## src/rtl/uart_regfile_ctrl.sv

```systemverilog
// Command controller between uart_rx/uart_tx and the configuration register file.
// Unloads packets, checks odd parity and address range, writes registers and answers reads.
module uart_regfile_ctrl #(
    parameter int unsigned NUMREGS = 32,
    parameter int unsigned DATA_WIDTH = 8,
    parameter int unsigned ADDR_WIDTH = 8,
    parameter logic [NUMREGS*DATA_WIDTH-1:0] REG_DEFAULTS = '0,
    parameter logic ECHO_WRITES = 1'b0,
    parameter int unsigned PKT_WIDTH = ADDR_WIDTH + DATA_WIDTH + 2
) (
    input  logic                          clk,
    input  logic                          reset_n,
    input  logic [PKT_WIDTH-1:0]          rx_data,
    input  logic                          rx_empty,
    output logic                          uld_rx_data,
    output logic [PKT_WIDTH-1:0]          tx_data,
    output logic                          ld_tx_data,
    input  logic                          tx_busy,
    output logic [NUMREGS*DATA_WIDTH-1:0] config_bits,
    output logic [7:0]                    parity_err_cnt,
    output logic [7:0]                    addr_err_cnt,
    output logic                          busy
);

    localparam int unsigned IDX_W = (NUMREGS > 1) ? $clog2(NUMREGS) : 1;
    localparam logic [ADDR_WIDTH:0] NUMREGS_W = (ADDR_WIDTH + 1)'(NUMREGS);

    typedef enum logic [2:0] {
        S_IDLE,
        S_UNLOAD,
        S_CAPTURE,
        S_EXEC,
        S_TX_WAIT,
        S_TX_LOAD
    } state_t;

    state_t                  state_q, state_d;
    logic [PKT_WIDTH-1:0]    pkt_q, pkt_d;
    logic [PKT_WIDTH-1:0]    tx_data_q, tx_data_d;
    logic                    ld_tx_q, ld_tx_d;
    logic [7:0]              par_cnt_q, par_cnt_d;
    logic [7:0]              addr_cnt_q, addr_cnt_d;
    logic [DATA_WIDTH-1:0]   regs_q [NUMREGS];
    logic [DATA_WIDTH-1:0]   regs_d [NUMREGS];

    logic                    pkt_wrb;
    logic [DATA_WIDTH-1:0]   pkt_data;
    logic [ADDR_WIDTH-1:0]   pkt_addr;
    logic [IDX_W-1:0]        pkt_idx;
    logic                    parity_ok;
    logic                    addr_ok;
    logic [PKT_WIDTH-2:0]    reply_body;

    assign pkt_wrb    = pkt_q[0];
    assign pkt_data   = pkt_q[DATA_WIDTH:1];
    assign pkt_addr   = pkt_q[PKT_WIDTH-2 -: ADDR_WIDTH];
    assign pkt_idx    = pkt_addr[IDX_W-1:0];
    assign parity_ok  = ^pkt_q;
    assign addr_ok    = ({1'b0, pkt_addr} < NUMREGS_W);
    // Reply reads the register after any write has landed, so echo returns the new value.
    assign reply_body = {pkt_addr, regs_q[pkt_idx], pkt_wrb};

    always_comb begin
        state_d    = state_q;
        pkt_d      = pkt_q;
        tx_data_d  = tx_data_q;
        ld_tx_d    = ld_tx_q;
        par_cnt_d  = par_cnt_q;
        addr_cnt_d = addr_cnt_q;
        regs_d     = regs_q;
        case (state_q)
            S_IDLE: begin
                if (!rx_empty) state_d = S_UNLOAD;
            end
            S_UNLOAD: begin
                state_d = S_CAPTURE;
            end
            S_CAPTURE: begin
                pkt_d   = rx_data;
                state_d = S_EXEC;
            end
            S_EXEC: begin
                if (!parity_ok) begin
                    if (par_cnt_q != '1) par_cnt_d = par_cnt_q + 8'd1;
                    state_d = S_IDLE;
                end else if (!addr_ok) begin
                    if (addr_cnt_q != '1) addr_cnt_d = addr_cnt_q + 8'd1;
                    state_d = S_IDLE;
                end else if (!pkt_wrb) begin
                    regs_d[pkt_idx] = pkt_data;
                    state_d = ECHO_WRITES ? S_TX_WAIT : S_IDLE;
                end else begin
                    state_d = S_TX_WAIT;
                end
            end
            S_TX_WAIT: begin
                tx_data_d = {~^reply_body, reply_body};
                if (!tx_busy) begin
                    ld_tx_d = 1'b1;
                    state_d = S_TX_LOAD;
                end
            end
            S_TX_LOAD: begin
                if (tx_busy) begin
                    ld_tx_d = 1'b0;
                    state_d = S_IDLE;
                end
            end
            default: begin
                ld_tx_d = 1'b0;
                state_d = S_IDLE;
            end
        endcase
    end

    always_ff @(posedge clk or negedge reset_n) begin
        if (!reset_n) begin
            state_q    <= S_IDLE;
            pkt_q      <= '0;
            tx_data_q  <= '0;
            ld_tx_q    <= 1'b0;
            par_cnt_q  <= '0;
            addr_cnt_q <= '0;
            for (int unsigned i = 0; i < NUMREGS; i++) begin
                regs_q[i] <= REG_DEFAULTS[i*DATA_WIDTH +: DATA_WIDTH];
            end
        end else begin
            state_q    <= state_d;
            pkt_q      <= pkt_d;
            tx_data_q  <= tx_data_d;
            ld_tx_q    <= ld_tx_d;
            par_cnt_q  <= par_cnt_d;
            addr_cnt_q <= addr_cnt_d;
            regs_q     <= regs_d;
        end
    end

    always_comb begin
        config_bits = '0;
        for (int unsigned i = 0; i < NUMREGS; i++) begin
            config_bits[i*DATA_WIDTH +: DATA_WIDTH] = regs_q[i];
        end
    end

    assign uld_rx_data    = (state_q == S_UNLOAD);
    assign busy           = (state_q != S_IDLE);
    assign tx_data        = tx_data_q;
    assign ld_tx_data     = ld_tx_q;
    assign parity_err_cnt = par_cnt_q;
    assign addr_err_cnt   = addr_cnt_q;

endmodule

```

## config.mk

```make
export PLATFORM = sky130hd
export DESIGN_NAME = uart_regfile_ctrl
export DESIGN_NICKNAME = d
export VERILOG_FILES = /design/src/rtl/uart_regfile_ctrl.sv
export SDC_FILE = /design/constraint.sdc
export NUM_CORES = 1
export LEC_CHECK = 0
export CAP_MARGIN = 20
export CORE_ASPECT_RATIO = 1.1
export CORE_MARGIN = 2
export CORE_UTILIZATION = 52
export DETAILED_ROUTE_END_ITERATION = 16
export PLACE_DENSITY = 0.81
export SLEW_MARGIN = 20
export SYNTH_ARGS = -nofsm -noshare
export SYNTH_HDL_FRONTEND = slang
export SYNTH_SLANG_ARGS = --single-unit
```

## constraint.sdc

```tcl
create_clock -name clk -period 4.15 [get_ports clk]
set_clock_uncertainty 0.1 [all_clocks]
set_input_delay 0.415 -clock clk [delete_from_list [all_inputs] [get_ports clk]]
set_output_delay 0.415 -clock clk [all_outputs]
set_load 0.03 [all_outputs]
```

==> results of run 1 <==
report_power, final:
group          total [mW]  internal, mW  switching, mW
logic                5.89          2.52           3.37
clock network        2.81          1.63           1.18
registers            4.31          3.60          0.710
total                13.0          7.76           5.26
final timing paths:
path / startpoint / to / slack [ns]
min reg2reg: parity_err_cnt[6] / parity_err_cnt[6] / 0.41
max: pkt_q[9] / tx_data[17] / 0.53
max in group asynchronous: reset_n / config_bits[240] / 2.54
max reg2reg: pkt_q[9] / tx_data[17] / 0.53
min in group clk: rx_data[9] / pkt_q[9] / 0.34
min: reset_n / addr_err_cnt[0] / 0.22
worst max-delay path, stage by stage (launching register included):
cell,delay [ns]
dfrtp_4,0.75
buf_12,0.36
mux4_2,0.61
mux2_2,0.32
o22ai_1,0.18
a21oi_1,0.11
xnor2_1,0.22
xnor2_1,0.15
xnor3_1,0.46
o31ai_1,0.20
cell usage after synthesis (all sizes together):
master,count
dfrtp,312
mux2,298
mux4,64
clkbuf,34
nand2,33
buf,32
xnor2,27
and3,20
nand3,20
nor2,18
o21ai,13
a21oi,10
xor2,7
a221oi,6
ha,6
nand4,6
o22ai,6
inv,5
bufbuf,4
dlygate4sd3,4
mux2i,4
nor2b,4
a2111oi,3
nand2b,3
nor3,3
a31oi,2
nor3b,2
o31ai,2
xnor3,2
a21o,1
a311oi,1
and2,1
and3b,1
clkdlybuf4s15,1
clkinv,1
o211ai,1
o221a,1
or2,1
or3,1
kinds of logic (layout without fill, tap and decap cells):
logic type               Yosys count  count (layout)  share of synthesized area, %
flip-flops                       312             312                          51.9
AND/OR/NAND/NOR                  113             113                          4.91
multiplexers                     366             366                          34.2
AO/OA/AOI/OAI                     46              46                          2.02
adder cells (fa/ha/maj)            6               6                         0.499
buffers and inverters             81             402                          4.08
XOR/XNOR                          36              36                          2.43
area by class of cell:
type | instances | area (um^2)
clock buffers | 44 | 905
clock inverters | 13 | 119
fillers | 1970 | 9190
inverters | 6 | 22.5
multi-input cells | 567 | 6630
flip-flops and latches | 312 | 7820
well taps | 368 | 460
repair buffers | 339 | 3410
metrics by stage:
step / worst slack (ns) / area, um^2 / cells
after floorplan: 0.533 / 15000 / 960
after CTS: 0.537 / 19300 / 1648
final: 0.533 / 19400 / 1649
after global placement: 0.625 / 18300 / 1590
after detailed placement: 0.611 / 18300 / 1590
after global routing: 0.386 / 19400 / 1649
state kept, by name (all words and copies together), names as in the netlist:
signal and cells:
config_bits 256, pkt_q 18, tx_data 18, addr_err_cnt 8
parity_err_cnt 8, state_q 3, ld_tx_data 1
routing by layer:
metal / global-route usage (%) / up-vias / share of wire (%)
met5: 0 / - / 0
met3: 4.68 / 100 / 6.9
met1: 39.6 / 5255 / 40
li1: - / 4116 / -
met2: 46.0 / 451 / 49
met4: 12.7 / 0 / 4.5
==> qor.txt, run 1 <==
HPWL after DPL: 31,000 um
vias post-DR: 9,922
Initial Util: 52.7%
Area Overhead vs Synth: 28.7%
TritonRoute pass-1 iters: 5
main area contributors after synthesis: dfrtp_1, mux2_2, mux4_2
clock root buffer: clkbuf_16
Lkg Pwr: 8.92 nW
Post-CTS Setup Bufs: 0
number of buffers created by CTS: 31
hold crit path type: in -> async
drt drc: 0
worst-margin pin slew: 1.01 ns
Worst R2R Path Depth: 9
port bufs: 314
fraction of layout cells with a size suffix above 1: 37.0%
Ports: 315
Worst Setup Path Type: reg -> reg
final hold viol count: 0
CTS resizes: 0
post-synth cell types: 52
CTS H-tree lvls: 1
largest net degree at the start of global routing: 132
Syn Area/Cell: 15.7 um^2
# diodes: 0
YS warnings: 0
post-layout util: 67.8%
CP Capture Type: flip-flop
outcome: finished clean
TNS Setup: 0 ns
clock latency on the worst-skew pair: 0.56 ns
detail-routed net length per standard cell: 26.7 um
crit path time final: 3.62 ns
Syn Inst Count: 960
Layout Nets: 1,285
total power draw: 13.0 mW
CTS max path bufs: 3
sequential-to-total area share from yosys stat: 51.9%
Rows: 65
Post-Syn Nets: 988
post-synthesis cell area: 15,000 um^2
antenna viol nets, final: 0
Max-cap violations: 0
Hold WS: 0.218 ns
clock transition at the registers of the reported paths: 0.06 ns
register bit total from synthesis: 312
core area: 28,500 um^2
grt ovf: 0
fin. max-slew vios: 0
initial antenna violation count: 0
vias in the first global route: 10,226
CTS Hold Bufs: 1
CTS tree: yes
WP data arrival: 3.98 ns
top-area cell type share of the netlist area: 51.9%
Final period util: 87.2%
starting DRC count in detailed routing: 813
Global Route Usage Sum: 28.8%
startpoint type of the worst setup path: flip-flop
RSZ-0062 raised after global routing: no
f_max: 276 MHz
Yosys top cell by area: dfrtp_1
power per cell area: 672 nW/um^2
Die Y: 182 um
most common cell after layout, fill and taps aside: clkdlybuf4s50_1
die footprint: 30,300 um^2
Worst slew margin: 32.9%
die width: 166 um
clock sinks: 312
first-pass GRT wire length: 66,400 um
Final Setup Violations: 0
Total Wirelength: 44,100 um
placer congestion estimate: 0.889
worst path required time: 4.52 ns
most frequent cells in the layout: clkdlybuf4s50_1, dfrtp_1, mux2_2
CP Max Fanout: 42
VDD IR max: 679 uV
routed vias/inst: 6.02
Note: power is estimated with default switching activity, not from simulation.
==> inputs of run 2 (changes only) <==
Settings changed: CORE_UTILIZATION 52 to 53, CTS_BUF_LIST set to sky130_fd_sc_hd__clkbuf_4, PLACE_DENSITY 0.81 to 0.82.
==> run 2 against run 1 <==
  * Utilization grew 1.7 points
  * Hold slack better by 0.0034 ns
  * Wire length down 0.24%
  * Design area rose by 0.10%
  * Final cell count rose by 5.1%
  * Via count rose by 2.7%
  * Worst setup slack better by 0.051 ns
  * Sequential share of layout area barely moved
  * Flip-flop and latch count did not move
  * Clock power down 2%
  * Global-route usage is 0.88 points higher
  * Critical path type unchanged
  * Largest power group unchanged
==> qor.txt, run 2 (synthesis results as in run 1) <==
fin. max-slew vios: 0 (unchanged)
f_max: 280 MHz (+1.4%)
Combinational Power Share: 45.7% (+0.4 points)
CTS H-tree lvls: 3 (+2)
number of buffers created by CTS: 81 (+160%)
CTS max path bufs: 3 (unchanged)
initial antenna violation count: 2 (+2)
Post-Place Worst Slack: 0.607 ns (-0.00414 ns)
RSZ-0062 raised after global routing: no
Total Wirelength: 44,000 um (-0.24%)
Int Pwr: 7.59 mW (-2.2%)
VDD IR max: 686 uV (+1.1%)
hold_sp: rx_data[9]
Hold WS: 0.222 ns (+0.00345 ns)
total power draw: 12.9 mW (-0.58%)
max reg flops: 256 (unchanged)
vias in the first global route: 10,451 (+2.2%)
Initial Util: 54.0% (+1.3 points)
Final Setup Violations: 0 (unchanged)
first-pass GRT wire length: 66,000 um (-0.57%)
Global Route Usage Sum: 29.7% (+0.88 points)
die width: 165 um (-0.92%)
power per cell area: 668 nW/um^2 (-0.68%)
Hold Path Sink: pkt_q[9]
routed vias/inst: 5.88 (-2.3%)
detail-routed net length per standard cell: 25.4 um (-5.1%)
worst-margin pin slew: 0.988 ns (-0.0175 ns)
CTS tree: yes
most common cell after layout, fill and taps aside: clkdlybuf4s50_1
worst hold path stage count: 3
most frequent cells in the layout: clkdlybuf4s50_1, dfrtp_1, mux2_2
startpoint type of the worst setup path: flip-flop
clock transition at the registers of the reported paths: 0.06 ns (about the same)
largest net degree at the start of global routing: 120 (-9.1%)
starting DRC count in detailed routing: 910 (+12%)
fin worst setup slack: 0.584 ns (+0.0513 ns)
clock power share: 21.2% (-0.4 points)
worst path required time: 4.66 ns (+0.14 ns)
RR Endpoint: tx_data[17]
clock root buffer: clkbuf_4
final std cells w/o fill: 1,733 (+5.1%)
Layout Nets: 1,334 (+3.8%)
die footprint: 29,700 um^2 (-1.8%)
TritonRoute pass-1 iters: 5 (unchanged)
port bufs: 314 (unchanged)
outcome: finished clean
vias post-DR: 10,188 (+2.7%)
hold crit path type: in -> reg
Worst R2R Start: pkt_q[9]
switching power: 5.35 mW (+1.8%)
Worst slew margin: 34.1% (+1.2 points)
WP data arrival: 4.08 ns (+0.10 ns)
Layout fillers: 1,917 (-2.7%)
Worst Setup Path Type: reg -> reg
clock latency on the worst-skew pair: 0.70 ns (+0.14 ns)
final hold viol count: 0 (unchanged)
drt drc: 0 (unchanged)
clock sinks: 312 (unchanged)
Final period util: 85.9% (-1.2 points)
Rows: 64 (-1.5%)
fraction of layout cells with a size suffix above 1: 40.2% (+3.2 points)
Area Overhead vs Synth: 28.8%
CP Max Fanout: 42 (unchanged)
R2R setup slack: 0.58 ns (+0.05 ns)
sequential share of power: 33.1% (about the same)
core area: 27,900 um^2 (-2.4%)
Placed Area: 18,300 um^2 (about the same)
post-route cell area: 19,400 um^2 (+0.10%)
grt ovf: 0 (unchanged)
HPWL after DPL: 30,600 um (-1.2%)
post-layout util: 69.5% (+1.7 points)
CP Capture Type: flip-flop
placer congestion estimate: 0.884 (-0.50%)
sw frac: 41.4% (+0.98 points)
TNS Setup: 0 ns (unchanged)
Worst R2R Path Depth: 9 (unchanged)
antenna viol nets, final: 0 (unchanged)
Post-CTS Setup Bufs: 0 (unchanged)
Ports: 315 (unchanged)
Die Y: 181 um (-0.93%)
crit path time final: 3.57 ns (-0.0513 ns)
Lkg Pwr: 9.02 nW (+1.0%)
Max-cap violations: 0 (unchanged)
Cells after DPL: 1,585 (-0.31%)
## run 2: final cells by class
class	instances	area [um^2]	area share (%)
multi-input cells	567	6630	34.2
clock buffers	122	916	4.73
diodes	2	5.00	0.0258
repair buffers	338	3380	17.4
inverters	6	22.5	0.116
flip-flops and latches	312	7820	40.3
clock inverters	23	156	0.807
well taps	363	454	2.34
## run 2: worst max-delay path by stage
stage / startpoint / end / slack, ns
2_1_floorplan: pkt_q[13] / config_bits[128] / 0.53
3_3_place_gp: pkt_q[9] / tx_data[17] / 0.64
3_5_place_dp: pkt_q[9] / tx_data[17] / 0.61
4_1_cts: pkt_q[9] / tx_data[17] / 0.56
5_1_grt: pkt_q[9] / tx_data[17] / 0.35
6_report: pkt_q[9] / tx_data[17] / 0.58
## run 2: layer usage
layer  up-vias  share of wire (%)  global-route usage (%)
met4         0                3.0                    11.8
met1      5305                 39                    39.8
li1       4272                  -                       -
met2       539                 49                    47.0
met5         -                  0                       0
met3        72                8.7                    7.16
## run 2: critical path, cell delays in order, from the launching register on
cell and delay, ns:
dfrtp_4 0.74, buf_12 0.37, mux4_2 0.60, mux2_2 0.32, o22ai_1 0.17, a21oi_1 0.12
xnor2_1 0.20, xnor2_1 0.15, xnor3_1 0.46, o31ai_1 0.19
## run 2: repair_timing
| action | 4_1_cts | 5_1_grt |
|---|---|---|
| endpoints found under the hold margin | 115 | 0 |
| gates resized for setup | 0 | 0 |
| setup endpoints to repair | 0 | 0 |
| hold buffers | 1 | 0 |
## run 2: power by group through the flow
| stage | Clock [mW] | Combinational, mW | Sequential, mW |
|---|---|---|---|
| finish | 2.75 | 5.91 | 4.28 |
| global route | 2.98 | 6.15 | 4.35 |
| CTS | 2.81 | 5.87 | 4.27 |
| detailed placement | 0 | 5.84 | 4.32 |
| global placement | 0 | 5.76 | 4.30 |
| floorplan | 0 | 3.25 | 4.92 |
==> variant (settings of run 2) <==
Set the parameter `ADDR_WIDTH` to 7 (it was 8).
--- a/src/rtl/uart_regfile_ctrl.sv
+++ b/src/rtl/uart_regfile_ctrl.sv
@@ -5,3 +5,3 @@
     parameter int unsigned DATA_WIDTH = 8,
-    parameter int unsigned ADDR_WIDTH = 8,
+    parameter int unsigned ADDR_WIDTH = 7,
     parameter logic [NUMREGS*DATA_WIDTH-1:0] REG_DEFAULTS = '0,
Ports: changed (resized rx_data and tx_data); port bits go from 315 to 313. The function was not compared with the original's and may differ.
==> variant against run 2 <==
- design area decreased by 3.4%
- total power increased by 7.9%
- count of clock-buffer cells in the layout decreased by 16
- setup slack got worse by 200 ps
- sequential cell count decreased by 2
- synthesized cell count decreased by 2.7%
- non-clock buffer count increased by 1
- wire length decreased by 3.9%
- synthesized area decreased by 5.3%
- largest cell class unchanged
==> variant: results (changes against run 2) <==
Placed inst area: 17800 um^2 (was 18300 um^2)
GR Util met3: 6.77% (was 7.16%)
First-iteration detailed-routing DRC count: 598 (was 910)
Slew headroom: 33.2% (was 34.1%)
P_leak: 8.57 nW (was 9.02 nW)
Adder-Cell Fraction of Synth Area: 0.615% (was 0.499%)
Synth cell count leaders: dfrtp_1 (310), mux2_2 (262), mux4_2 (72) (was dfrtp_1 (312), mux2_2 (218), mux2_4 (80))
Avg Inst Size Synth: 15.3 um^2 (was 15.7 um^2)
Met1 Use GR: 40.1% (was 39.8%)
CP max stage cell: nor2_2 (was dfrtp_4)
Seq/Total Area, Yosys: 54.5% (was 51.9%)
CTS Buf Count: 78 (was 81)
Pin count of the biggest net entering global routing: 130 (was 120)
Port bufs: 312 (was 314)
HP Start: rx_data[15] (was rx_data[9])
Final wirelength: 42.3 mm (was 44.0 mm)
Xor and xnor area share after synthesis: 2.35% (was 2.43%)
Post-synthesis compound-gate area fraction: 1.41% (was 2.02%)
Place WS: 469 ps (was 607 ps)
Final Net Count: 1323 (was 1334)
Top-area cell type share of the netlist area: 54.5% (was 51.9%)
Status: completed (unchanged)
Yosys cell types: 47 (was 52)
VDD IR max: 0.000597 V (was 0.000686 V)
Worst hold slack: 237 ps (was 222 ps)
RR Endpoint: config_bits[201]$_DFFE_PN0P_ (was tx_data[17]$_DFFE_PN0N_)
Reg2Reg Depth: 10 (was 9)
Arrival time at the worst endpoint: 4210 ps (was 4080 ps)
Final HPWL DP: 29.5 mm (was 30.6 mm)
Share of layout cells above drive strength 1: 39.2% (was 40.2%)
Mux contribution to synthesized area: 34.1% (was 34.2%)
Cells after DPL: 1566 (was 1585)
Total number of vias: 9906 (was 10200)
## variant: cell types whose count changed after synthesis, moves of 11 or more
cell      change
clkbuf_1     +12
o21ai_0      +11
mux2i_1      +13
mux2_4       -72
nand2_1      +13
mux2_2       +44
nor2_2       +22
and3_1       -19
## variant: metal layers
metal	vias to the layer above	wire, um
met3	93	3110
met4	0	1550
met2	457	20900
met1	5167	16700
met5	-	0
li1	4189	-
## variant: power breakdown
group	switching, mW	internal (mW)	leakage, nW
Clock	1.21	1.24	0.538
Combinational	3.86	3.05	3.79
Sequential	0.790	3.82	4.25
## variant: worst max-delay path by stage
stage	cells past startpoint	slack (ps)	startpoint	to
after floorplan	13	310	pkt_q[13]$_DFFE_PN0P_	config_bits[32]$_DFFE_PN0P_
after global placement	10	590	pkt_q[13]$_DFFE_PN0P_	config_bits[86]$_DFFE_PN0P_
after detailed placement	10	470	pkt_q[13]$_DFFE_PN0P_	config_bits[241]$_DFFE_PN0P_
after CTS	10	430	pkt_q[13]$_DFFE_PN0P_	config_bits[241]$_DFFE_PN0P_
after global routing	10	260	pkt_q[14]$_DFFE_PN0P_	config_bits[240]$_DFFE_PN0P_
final	10	380	pkt_q[13]$_DFFE_PN0P_	config_bits[201]$_DFFE_PN0P_
## variant: final cells by class
type | count | area [um^2] | area share (%)
Clock buffer | 106 | 796 | 4.25
Inverter | 7 | 26.3 | 0.140
Clock inverter | 19 | 105 | 0.562
Multi-Input combinational cell | 559 | 6210 | 33.2
Antenna cell | 1 | 2.50 | 0.0134
Tap cell | 352 | 440 | 2.35
Timing Repair Buffer | 339 | 3370 | 18.0
Sequential cell | 310 | 7760 | 41.5
## variant: cells by family after synthesis
group,Yosys count
DFF,310
xor gates and xnor gates,34
and+or+nand+nor,123
muxes,359
buffers and inverters,65
adders and majority gates,7
AOI/OAI and AO/OA,36
